File: config.mk
export PLATFORM = sky130hd
export DESIGN_NAME = mdl_bdlcntr
export DESIGN_NICKNAME = d
export VERILOG_FILES = /design/src/rtl/mdl_bdlcntr_pkg.sv /design/src/rtl/mdl_rot20_slotdec.sv /design/src/rtl/mdl_bdlcntr.sv
export SDC_FILE = /design/constraint.sdc
export NUM_CORES = 1
export LEC_CHECK = 0
export ABC_AREA = 0
export CAP_MARGIN = 20
export CORE_MARGIN = 2
export CORE_UTILIZATION = 40
export DETAILED_ROUTE_END_ITERATION = 16
export PLACE_DENSITY = 0.78
export SLEW_MARGIN = 20
export SYNTH_ARGS = -nofsm -noshare
export SYNTH_HDL_FRONTEND = slang
export SYNTH_SLANG_ARGS = --single-unit
File: constraint.sdc
create_clock -name i_MCLK -period 3.3 [get_ports i_MCLK]
set_clock_uncertainty 0.15 [all_clocks]
set_input_delay 0.495 -clock i_MCLK [delete_from_list [all_inputs] [get_ports i_MCLK]]
set_output_delay 0.495 -clock i_MCLK [all_outputs]
set_load 0.02 [all_outputs]
File: src/rtl/mdl_bdlcntr_pkg.sv
// Shared definitions for the bubble data length counter family:
// sequencer states, ROT20 slot positions and default page length width.
package mdl_bdlcntr_pkg;

  typedef enum logic [1:0] {
    ST_IDLE,
    ST_MAIN,
    ST_SUPB,
    ST_DONE
  } bdl_state_e;

  localparam int unsigned SLOT_A = 3;
  localparam int unsigned SLOT_B = 8;
  localparam int unsigned SLOT_C = 13;
  localparam int unsigned SLOT_D = 18;

  localparam int PGLEN_W_DEF = 10;

endpackage

File: src/rtl/mdl_rot20_slotdec.sv
// ROT20 data slot decode: slots 3/8 always, plus 13/18 in 4-bit mode.
module mdl_rot20_slotdec
  import mdl_bdlcntr_pkg::*;
(
  input  logic [19:0] rot20_n,
  input  logic        ben4_n,
  output logic        slot
);

  logic unused_rot20;

  always_comb begin
    slot = ~(rot20_n[SLOT_A] & rot20_n[SLOT_B]);
    if (!ben4_n) begin
      slot = ~(rot20_n[SLOT_A] & rot20_n[SLOT_B] & rot20_n[SLOT_C] & rot20_n[SLOT_D]);
    end
  end

  // Only four slot positions matter; the remaining bits are deliberately ignored.
  assign unused_rot20 = &rot20_n;

endmodule

File: src/rtl/mdl_bdlcntr.sv
// Main bubble data length counter: counts a page of data bits, then hands off
// to the supplementary stage. Optional SUPB timeout: define BDLCNTR_TIMEOUT_EN.
module mdl_bdlcntr
  import mdl_bdlcntr_pkg::*;
#(
  parameter int PGLEN_W = PGLEN_W_DEF
`ifdef BDLCNTR_TIMEOUT_EN
  ,
  parameter int SUPB_TIMEOUT = 64
`endif
) (
  input  logic               i_MCLK,
  input  logic               i_MRST_n,
  input  logic               i_CLK2M_PCEN_n,
  input  logic [19:0]        i_ROT20_n,
  input  logic               i_4BEN_n,
  input  logic               i_SYS_RUN_FLAG,
  input  logic               i_PGLEN_LD,
  input  logic [PGLEN_W-1:0] i_PGLEN,
  input  logic               i_BIT_XFER,
  input  logic               i_SUPBD_END_n,
  output logic               o_BDLCNTR_ACT_n,
  output logic               o_SUPBD_START_n,
  output logic               o_PAGE_DONE_n,
  output logic [PGLEN_W-1:0] o_BDLCNTR_VAL
`ifdef BDLCNTR_TIMEOUT_EN
  ,
  output logic               o_BDLCNTR_TMO_n
`endif
);

  bdl_state_e         state;
  logic [PGLEN_W-1:0] cntr;
  logic               act_n;
  logic               start_n;
  logic               done_n;
  logic               slot;
  logic               cnt;

`ifdef BDLCNTR_TIMEOUT_EN
  localparam logic [6:0] TMO_LAST = 7'(SUPB_TIMEOUT - 1);
  logic [6:0] tmo_cnt;
  logic       tmo_n;
`endif

  mdl_rot20_slotdec u_slotdec (
    .rot20_n (i_ROT20_n),
    .ben4_n  (i_4BEN_n),
    .slot    (slot)
  );

  assign cnt = slot & i_BIT_XFER;

  always_ff @(posedge i_MCLK or negedge i_MRST_n) begin
    if (!i_MRST_n) begin
      state   <= ST_IDLE;
      cntr    <= '0;
      act_n   <= 1'b1;
      start_n <= 1'b1;
      done_n  <= 1'b1;
`ifdef BDLCNTR_TIMEOUT_EN
      tmo_cnt <= '0;
      tmo_n   <= 1'b1;
`endif
    end else if (!i_CLK2M_PCEN_n) begin
      start_n <= 1'b1;
      done_n  <= 1'b1;
`ifdef BDLCNTR_TIMEOUT_EN
      tmo_n   <= 1'b1;
`endif
      if (!i_SYS_RUN_FLAG) begin
        state <= ST_IDLE;
        cntr  <= '0;
        act_n <= 1'b1;
`ifdef BDLCNTR_TIMEOUT_EN
        tmo_cnt <= '0;
`endif
      end else begin
        case (state)
          ST_IDLE: begin
            if (i_PGLEN_LD) begin
              if (i_PGLEN != '0) begin
                cntr  <= i_PGLEN;
                act_n <= 1'b0;
                state <= ST_MAIN;
              end else begin
                start_n <= 1'b0;
                state   <= ST_SUPB;
`ifdef BDLCNTR_TIMEOUT_EN
                tmo_cnt <= '0;
`endif
              end
            end
          end
          ST_MAIN: begin
            if (cnt && cntr != '0) begin
              cntr <= cntr - PGLEN_W'(1);
              if (cntr == PGLEN_W'(1)) begin
                act_n   <= 1'b1;
                start_n <= 1'b0;
                state   <= ST_SUPB;
`ifdef BDLCNTR_TIMEOUT_EN
                tmo_cnt <= '0;
`endif
              end
            end
          end
          ST_SUPB: begin
            // start_n still low marks the handoff period, where END_n is not yet trusted
            if (start_n && !i_SUPBD_END_n) begin
              done_n <= 1'b0;
              state  <= ST_DONE;
            end
`ifdef BDLCNTR_TIMEOUT_EN
            else if (slot) begin
              if (tmo_cnt == TMO_LAST) begin
                tmo_n   <= 1'b0;
                tmo_cnt <= '0;
                state   <= ST_IDLE;
              end else begin
                tmo_cnt <= tmo_cnt + 7'd1;
              end
            end
`endif
          end
          ST_DONE: state <= ST_IDLE;
          default: state <= ST_IDLE;
        endcase
      end
    end
  end

  assign o_BDLCNTR_ACT_n = act_n;
  assign o_SUPBD_START_n = start_n;
  assign o_PAGE_DONE_n   = done_n;
  assign o_BDLCNTR_VAL   = cntr;
`ifdef BDLCNTR_TIMEOUT_EN
  assign o_BDLCNTR_TMO_n = tmo_n;
`endif

endmodule

==> out/results.ini, run 1 <==
[timing]
fmax_mhz=379.6
rsz0062_at_grt=false
tightest_slew_ns=0.7037
hold_violations=0
fin_crit_sh_pct=79.83
slew_headroom_pct=52.94
fin_setup_tns_ns=0
drv_slew=0
setup_viol=0
min_period_ns=2.634

[worst_setup_path]
crit_chain=inv_1 -> ha_1 -> nand2_1 -> a221oi_1 -> a2111o_1 -> nor3_1 -> a221o_1
critPathArrivalTime_ns=2.65
worst_ep_required_time_ns=3.32
start_kind=register
crit_type=reg2reg
cpPeakStageDelay_ns=0.46
path_buf_inv=1
cp_max_fo=13
crit_slowest_cell=a2111o_1
endpoint_kind=register
critPathTopFamily=compound AO/OA/AOI/OAI gates

[clocking]
clock-sinks=15
ctsHoldBuffers=0
clk_latency_ns=0.28
clock-root-buffer=clkbuf_4
cts_max_level=1
clockBufferDepth=2
cts_buffers=3
cts_setup_buffers=0
post_cts_resized=0
cts_tree=done
path_clk_slew_ns=0.10

[drt]
drtPass1Iterations=4
routedWlPerCell_um=15.00
drt_iter0_drc=34
drc=0
ant_nets=0
drt_wl_total_um=3029
via_per_inst=5.589
route.vias.total=1129

[floorplan]
dieArea_um2=3249
start_util_pct=41.46
num_rows=19
die_y_um=57
core_area_um2=2710
boundaryPins=51
fp.dieW_um=57

[logic_synthesis]
synth_area_per_cell_um2=8.262
syn_inst=136
yosysTopAreaCell=dfrtp_1
synth-main-ff-cell=dfrtp_1
async_flop_share_pct=100.0
synth-seq-area-share_pct=33.74
netlist_area_um2=1124
synth.area.top_cells=dfrtp_1, dfstp_2, ha_1, o21ai_1, nor2_1
yosys-top-cells-count=nor2_1, o21ai_1, nand2_1
synth_edf_count=0
yosys_warnings=0
ys_seq_elements=15
yosys.area.top_type_share_pct=26.73
syn-num-nets=180
synth.distinct_cells=39

[place]
io_buffers=34
dp_hpwl_um=2330
routabilityCongestion=0.8183
dp_cells=198

[layout]
insertedDiodeCount=0
final_cells=202
syn_to_final_growth_pct=34.08
nets=216
drive_gt1_share_pct=7.602

[power]
p_clk_share_pct=8.6
seqPwrFrac_pct=26.8
p_sw_share_pct=47.97
p_sw_uw=616.0
power_density_nw_per_um2=852.4
internal_power_uw=668.1
leakage_uw=0.0006341
peakVddDrop_mv=0.4327
combPwrFrac_pct=64.6

[grt]
grt-ovfl-total=0
grt_pass1_wl_um=5099
grt_max_degree=16
grt_pass1_vias=1143
grt_antenna_before_repair=0
grt_usage_pct=19.90

[run_status]
status=completed

[run]
drv_cap=0

[worst_hold_path]
min_path_type=reg2reg

==> per-layer routing <==
layer  global-route usage (%)  part of all wire [%]  up-vias
met5                        0                     0        -
met4                    4.651                     0        0
met3                    4.082                   5.5        0
met2                    34.65                    52       34
met1                    25.39                    42      533
li1                         -                     -      562
==> worst paths after layout <==
check	from	to	slack, ns	cells after the start
setup reg to reg	state[1]	o_BDLCNTR_VAL[9]	0.67	7
hold / removal	o_SUPBD_START_n	o_SUPBD_START_n	0.35	2
min in group asynchronous	i_MRST_n	o_BDLCNTR_VAL[5]	0.48	1
max in group asynchronous	i_MRST_n	o_BDLCNTR_VAL[9]	2.08	1
setup / recovery	state[1]	o_BDLCNTR_VAL[9]	0.67	7
hold reg to reg	o_SUPBD_START_n	o_SUPBD_START_n	0.35	2
==> layout make-up <==
type	count	area, um^2
multi-input cells	106	669.4
well taps	31	38.79
fillers	258	1204
flip-flops and latches	15	379.1
repair buffers	36	355.3
inverters	10	37.54
clock buffers	4	26.28
==> power by group through the flow <==
stage / sequential, uW / clock [uW] / combinational (uW)
CTS: 345 / 114 / 832
floorplan: 405 / 0 / 501
global placement: 339 / 0 / 803
finish: 344 / 110 / 830
global route: 357 / 122 / 906
detailed placement: 349 / 0 / 827
==> kinds of logic (layout without fill, tap and decap cells) <==
family                   after synthesis  in the layout  synth area share (%)
multiplexers                           5              5                 4.455
AND/OR/NAND/NOR                       53             53                 24.50
flip-flops                            15             15                 33.74
buffers and inverters                 15             50                 6.681
AO/OA/AOI/OAI                         42             42                 23.94
adder cells (fa/ha/maj)                6              6                 6.681
==> state kept, by name, indices dropped and copies added (netlist names) <==
name,flops
o_SUPBD_START_n,1
state,2
o_BDLCNTR_VAL,10
o_PAGE_DONE_n,1
o_BDLCNTR_ACT_n,1
==> layout by cell type (no fill, tap or decap), types with 2 or more instances in the layout <==
master / netlist / final
a31oi_1: 5 / 5
ha_1: 6 / 6
o21ai_0: 3 / 3
dfstp_2: 3 / 3
mux2i_1: 5 / 5
nor4_1: 3 / 3
o21ai_1: 15 / 15
a22oi_1: 2 / 2
and3_1: 2 / 2
dfrtp_1: 12 / 12
nor2b_1: 4 / 4
clkbuf_4: 0 / 3
clkdlybuf4s50_1: 0 / 34
nor2_1: 15 / 15
nand2_1: 14 / 14
buf_4: 1 / 2
and2_1: 3 / 3
a21oi_1: 6 / 6
inv_1: 8 / 8
nor3_1: 6 / 6
inv_2: 2 / 2
==> per-stage QoR <==
step	hold WS [ns]	setup slack, ns	utilization (%)	cell area, um^2	total power [uW]
floorplan	0.04941	1.190	-	1124	907.0
global placement	0.3324	0.6471	54.62	1480	1142
detailed placement	0.3502	0.6435	54.62	1480	1176
CTS	0.3635	0.6794	55.59	1506	1291
global route	0.3875	0.4931	55.59	1506	1386
finish	0.3519	0.6656	55.59	1506	1284
==> worst min-delay path: stages (launching register included) <==
cell     delay [ns]
dfstp_2        0.38
inv_1          0.06
a21oi_1        0.06
Power figures use the tool's default switching activity.
==> run 2, diff against run 1 <==
--- a/config.mk
+++ b/config.mk
@@ -8,9 +8,9 @@
 export ABC_AREA = 0
 export CAP_MARGIN = 20
 export CORE_MARGIN = 2
-export CORE_UTILIZATION = 40
+export CORE_UTILIZATION = 37
 export DETAILED_ROUTE_END_ITERATION = 16
-export PLACE_DENSITY = 0.78
+export PLACE_DENSITY = 0.76
 export SLEW_MARGIN = 20
 export SYNTH_ARGS = -nofsm -noshare
 export SYNTH_HDL_FRONTEND = slang
==> constraint.sdc (replaced) <==
create_clock -name i_MCLK -period 2.2 [get_ports i_MCLK]
set_clock_uncertainty 0.15 [all_clocks]
set_input_delay 0.33 -clock i_MCLK [delete_from_list [all_inputs] [get_ports i_MCLK]]
set_output_delay 0.33 -clock i_MCLK [all_outputs]
set_load 0.02 [all_outputs]
==> out/results.ini, run 2 (synthesized netlist as in run 1, its figures left out) <==
[timing]
fin_setup_tns_ns=0  ; unchanged
hold_violations=0  ; unchanged
rsz0062_at_grt=true  ; was false
drv_slew=0  ; unchanged
fin_crit_sh_pct=96.44  ; was 79.83%
tightest_slew_ns=0.7046  ; was 0.7037 ns
setup_viol=0  ; unchanged
fmax_mhz=471.3  ; was 379.6 MHz
min_period_ns=2.122  ; was 2.634 ns
slew_headroom_pct=52.88  ; was 52.94%

[place]
dp_hpwl_um=2602  ; was 2330 um
dp_cells=214  ; was 198
io_buffers=34  ; unchanged
routabilityCongestion=0.8354  ; was 0.8183
place_area_um2=1600  ; was 1480 um^2

[clocking]
clk_latency_ns=0.29  ; was 0.28 ns
path_clk_slew_ns=0.10  ; about the same
cts_tree=done  ; unchanged
cts_max_level=1  ; unchanged
clock-sinks=15  ; unchanged
cts_setup_buffers=0  ; unchanged
clockBufferDepth=2  ; unchanged
clock-root-buffer=clkbuf_4  ; unchanged
cts_buffers=3  ; unchanged

[floorplan]
core_area_um2=2829  ; was 2710 um^2
fp.dieW_um=59.11  ; was 57 um
start_util_pct=39.72  ; was 41.46%
num_rows=19  ; unchanged
dieArea_um2=3493  ; was 3249 um^2
boundaryPins=51  ; unchanged
die_y_um=59.11  ; was 57 um

[worst_setup_path]
critPathArrivalTime_ns=2.16  ; was 2.65 ns
critical_path.startpoint=state[0]  ; was state[1]
crit_type=reg2reg  ; unchanged
reg2reg_from=state[0]  ; was state[1]
cp_max_fo=7  ; was 13
crit_slowest_cell=a2111o_1  ; unchanged
crit_chain=inv_2 -> ha_4 -> nor4b_4 -> a31o_1 -> a2111o_1 -> buf_4 -> o21ai_1 -> o21ai_1  ; was inv_1 -> ha_1 -> nand2_1 -> a221oi_1 -> a2111o_1 -> nor3_1 -> a221o_1
start_kind=register  ; unchanged
worst_ep_required_time_ns=2.24  ; was 3.32 ns
cpPeakStageDelay_ns=0.45  ; was 0.46 ns
path_common_cell=o21ai_1
endpoint_kind=register  ; unchanged

[power]
p_sw_uw=984.1  ; was 616.0 uW
leakage_uw=0.0007156  ; was 0.0006341 uW
power_density_nw_per_um2=1288  ; was 852.4 nW/um^2
seqPwrFrac_pct=23.9  ; was 26.8%
combPwrFrac_pct=68.2  ; was 64.6%
internal_power_uw=1157  ; was 668.1 uW
p_clk_share_pct=7.8  ; was 8.6%
p_sw_share_pct=45.96  ; was 47.97%
peakVddDrop_mv=0.7000  ; was 0.4327 mV
power.total_uw=2141  ; was 1284 uW

[layout]
drive_gt1_share_pct=19.79  ; was 7.602%
final_cell_mix=clkdlybuf4s50_1, buf_4, nor2_1, o21ai_1, nand2_1  ; was clkdlybuf4s50_1, nor2_1, o21ai_1
insertedDiodeCount=0  ; unchanged
syn_to_final_growth_pct=48.00  ; was 34.08%
largest_reg_flops=10  ; unchanged
final_area_um2=1663  ; was 1506 um^2
final_cells=218  ; was 202
nets=232  ; was 216
final_common_cell=clkdlybuf4s50_1  ; unchanged

[grt]
grt_usage_pct=20.08  ; was 19.90%
grt_antenna_before_repair=0  ; unchanged
grt_pass1_wl_um=5368  ; was 5099 um
grt-ovfl-total=0  ; unchanged
grt_max_degree=16  ; unchanged
grt_pass1_vias=1249  ; was 1143

[drt]
ant_nets=0  ; unchanged
drt_wl_total_um=3284  ; was 3029 um
route.vias.total=1229  ; was 1129
drt_iter0_drc=38  ; was 34
via_per_inst=5.638  ; was 5.589
drtPass1Iterations=4  ; unchanged
drc=0  ; unchanged
routedWlPerCell_um=15.06  ; was 15.00 um

[run_status]
status=completed  ; unchanged

[worst_hold_path]
min_path_type=in2async  ; was reg2reg

[run]
drv_cap=0  ; unchanged

## run 2: cell types whose count changed in the layout (fill, tap and decap cells not counted), sizes merged
cell / previous run / this run
clkinv: 0 / 1
clkbuf: 4 / 3
buf: 2 / 18
## run 2: per-stage QoR
step | utilization (%) | hold WS (ns) | setup WS, ns
6_report | 58.78 | 0.2967 | 0.07824
5_1_grt | 58.78 | 0.3513 | -0.01111
4_1_cts | 58.07 | 0.3270 | 0.01686
3_5_place_dp | 56.57 | 0.3392 | -0.09733
3_3_place_gp | 56.57 | 0.3300 | -0.06428
2_1_floorplan | - | -0.1156 | 0.09022
## run 2: worst paths after layout
kind / slack, ns / to / cells past startpoint
worst min-delay path: 0.30 / o_BDLCNTR_VAL[6] / 1
min in group i_MCLK: 0.35 / o_SUPBD_START_n / 2
worst max-delay path: 0.08 / o_BDLCNTR_VAL[6] / 8
worst max register to register: 0.08 / o_BDLCNTR_VAL[6] / 8
max in group asynchronous: 1.12 / o_BDLCNTR_VAL[1] / 1
worst min register to register: 0.35 / o_SUPBD_START_n / 2
## run 2: metal layers
metal / track usage (%) / vias to the layer above / wire, um
met1: 22.93 / 592 / 1312
li1: - / 597 / -
met5: 0 / - / 0
met3: 4.367 / 5 / 138
met4: 5.844 / 0 / 24
met2: 37.14 / 35 / 1808
## run 2: layout make-up
class / count / area (um^2)
Fill cell: 261 / 1166
Multi-Input combinational cell: 106 / 699.4
Timing Repair Buffer: 52 / 479.2
Sequential cell: 15 / 380.4
Tap cell: 31 / 38.79
Inverter: 10 / 37.54
Clock buffer: 3 / 22.52
Clock inverter: 1 / 5.005
## run 2: timing repair
action                                  CTS  global route
hold buffers                              0             0
endpoints found under the setup margin    9            10
cloned                                    0             0
resized for setup                         3             7
pin swaps                                 0             1
## run 2: power groups by stage
stage               registers (uW)  logic, uW  clock network (uW)
global route                   528       1610                 187
global placement               498       1350                   0
CTS                            501       1440                 170
detailed placement             507       1400                   0
finish                         512       1460                 168
floorplan                      608        752                   0
## run 2: critical path: cells and delay by family, from the launching register on
family	cells	cell delay [ns]
buffers and inverters	2	0.28
flip-flops	1	0.43
AND/OR/NAND/NOR	1	0.14
adder cells (fa/ha/maj)	1	0.20
AO/OA/AOI/OAI	4	0.83
==> run 3, diff against run 2 <==
==> constraint.sdc (replaced) <==
create_clock -name i_MCLK -period 1.7 [get_ports i_MCLK]
set_clock_uncertainty 0.15 [all_clocks]
set_input_delay 0.255 -clock i_MCLK [delete_from_list [all_inputs] [get_ports i_MCLK]]
set_output_delay 0.255 -clock i_MCLK [all_outputs]
set_load 0.02 [all_outputs]
==> out/results.ini, run 3 (synthesized netlist as in run 1, its figures left out) <==
[run_status]
status=finished with violations  ; was completed
violations=setup timing

[layout]
drive_gt1_share_pct=39.07  ; was 19.79%
final_area_um2=1987  ; was 1663 um^2
insertedDiodeCount=0  ; unchanged
syn_to_final_growth_pct=76.84  ; was 48.00%
final_cell_mix=buf_4, clkdlybuf4s50_1, nor2_1  ; was clkdlybuf4s50_1, buf_4, nor2_1, o21ai_1, nand2_1
nets=260  ; was 232
final_common_cell=buf_4  ; was clkdlybuf4s50_1
largest_reg_flops=10  ; unchanged

[worst_setup_path]
path_buf_inv=3  ; was 2
crit_slowest_cell=a2111o_1  ; unchanged
path_common_cell=buf_6  ; was o21ai_1
critPathArrivalTime_ns=2.10  ; was 2.16 ns
cpPeakStageDelay_ns=0.47  ; was 0.45 ns
critPathTopFamily=compound AO/OA/AOI/OAI gates  ; unchanged
worst_ep_required_time_ns=1.73  ; was 2.24 ns
cp_max_fo=6  ; was 7
crit_type=reg2reg  ; unchanged
start_kind=register  ; unchanged
crit_chain=buf_6 -> ha_4 -> buf_6 -> nand2_4 -> a221oi_4 -> a2111o_1 -> buf_6 -> o21ai_2 -> o21ai_1  ; was inv_2 -> ha_4 -> nor4b_4 -> a31o_1 -> a2111o_1 -> buf_4 -> o21ai_1 -> o21ai_1
endpoint_kind=register  ; unchanged

[drt]
drt_iter0_drc=55  ; was 38
wl_met1_um=1557  ; was 1312 um
drt_wl_total_um=3939  ; was 3284 um
routedWlPerCell_um=16.01  ; was 15.06 um
ant_nets=0  ; unchanged
drc=0  ; unchanged
route.vias.total=1375  ; was 1229
wl_met3_um=214  ; was 138 um
topRoutingLayerUsed=met4  ; unchanged
via_per_inst=5.589  ; was 5.638
wl_met2_um=2125  ; was 1808 um
drtPass1Iterations=4  ; unchanged

[timing]
drv_slew=0  ; unchanged
slew_headroom_pct=76.12  ; was 52.88%
fin_crit_sh_pct=121.9  ; was 96.44%
setup_ws_ns=-0.3722  ; was 0.07824 ns
fin_setup_tns_ns=-4.326  ; was 0 ns
min_period_ns=2.072  ; was 2.122 ns
fmax_mhz=482.6  ; was 471.3 MHz
tightest_slew_ns=0.3563  ; was 0.7046 ns
rsz0062_at_grt=true  ; unchanged
hold_violations=0  ; unchanged
hold_ws_ns=0.1429  ; was 0.2967 ns
setup_viol=14  ; was 0

[grt]
grt_usage_pct=22.40  ; was 20.08%
grt_antenna_before_repair=0  ; unchanged
grt_pass1_vias=1384  ; was 1249
grt_pass1_wl_um=6051  ; was 5368 um
grt-ovfl-total=0  ; unchanged
grt_max_degree=16  ; unchanged

[place]
routabilityCongestion=0.8736  ; was 0.8354
pre_cts_slack_ns=-0.5135  ; was -0.09733 ns
place_area_um2=1784  ; was 1600 um^2
dp_hpwl_um=2873  ; was 2602 um
io_buffers=34  ; unchanged

[floorplan]
boundaryPins=51  ; unchanged
dieArea_um2=3493  ; unchanged
die_y_um=59.11  ; unchanged
num_rows=19  ; unchanged
start_util_pct=39.72  ; unchanged
core_area_um2=2829  ; unchanged
fp.dieW_um=59.11  ; unchanged

[clocking]
cts_max_level=1  ; unchanged
cts_buffers=3  ; unchanged
clock-sinks=15  ; unchanged
clockBufferDepth=2  ; unchanged
path_clk_slew_ns=0.10  ; about the same
clk_latency_ns=0.29  ; about the same
ctsHoldBuffers=0  ; unchanged
cts_tree=done  ; unchanged
clock-root-buffer=clkbuf_4  ; unchanged

[run]
drv_cap=0  ; unchanged

[power]
power_density_nw_per_um2=1718  ; was 1288 nW/um^2
leakage_uw=0.0009055  ; was 0.0007156 uW
seqPwrFrac_pct=18.3  ; was 23.9%
power.total_uw=3413  ; was 2141 uW
peakVddDrop_mv=0.9087  ; was 0.7000 mV
combPwrFrac_pct=75.4  ; was 68.2%
internal_power_uw=1885  ; was 1157 uW
p_sw_uw=1528  ; was 984.1 uW
p_clk_share_pct=6.3  ; was 7.8%
p_sw_share_pct=44.78  ; was 45.96%

[worst_hold_path]
min_path_type=in2async  ; unchanged

[run 3: cell types whose count changed in the layout (fill, tap and decap cells not counted), sizes merged]
cell           change
clkinv             -1
clkbuf             +1
dlygate4sd2       +13
buf               +28
clkdlybuf4s50     -13
[run 3: worst paths after layout]
check | start | end | slack [ns] | depth (start not counted)
setup / recovery | state[0] | o_BDLCNTR_VAL[4] | -0.37 | 9
hold / removal | i_MRST_n | state[0] | 0.14 | 2
setup reg to reg | state[0] | o_BDLCNTR_VAL[4] | -0.37 | 9
hold reg to reg | o_PAGE_DONE_n | o_PAGE_DONE_n | 0.36 | 2
max in group asynchronous | i_MRST_n | o_PAGE_DONE_n | 1.01 | 2
min in group i_MCLK | o_PAGE_DONE_n | o_PAGE_DONE_n | 0.36 | 2
[run 3: repair_timing]
item / in CTS / in global routing
resized for setup: 27 / 14
pin swaps: 3 / 7
setup endpoints to repair: 27 / 14
setup buffers: 3 / 5
[run 3: power by group through the flow]
stage	sequential, uW	combinational [uW]	clock (uW)
final	623	2570	216
after global routing	643	2750	240
after CTS	620	2360	217
after detailed placement	627	2290	0
after global placement	622	2230	0
after floorplan	810	1010	0
[run 3: area by class of cell]
| class | count | area (um^2) |
|---|---|---|
| Inverter | 10 | 37.54 |
| Tap cell | 31 | 38.79 |
| Multi-Input combinational cell | 106 | 814.5 |
| Sequential cell | 15 | 381.6 |
| Fill cell | 217 | 842.1 |
| Timing Repair Buffer | 80 | 688.2 |
| Clock buffer | 4 | 26.28 |
[run 3: per-layer routing]
metal  up-vias  GRT usage, %
met3         6         5.240
met2        52         40.79
met1       662         27.00
met5         -             0
li1        655             -
met4         0         3.896
[run 3: per-stage QoR]
step	util, %	instances
2_1_floorplan	-	136
3_3_place_gp	63.07	234
3_5_place_dp	63.07	234
4_1_cts	66.56	241
5_1_grt	70.23	246
6_report	70.23	246
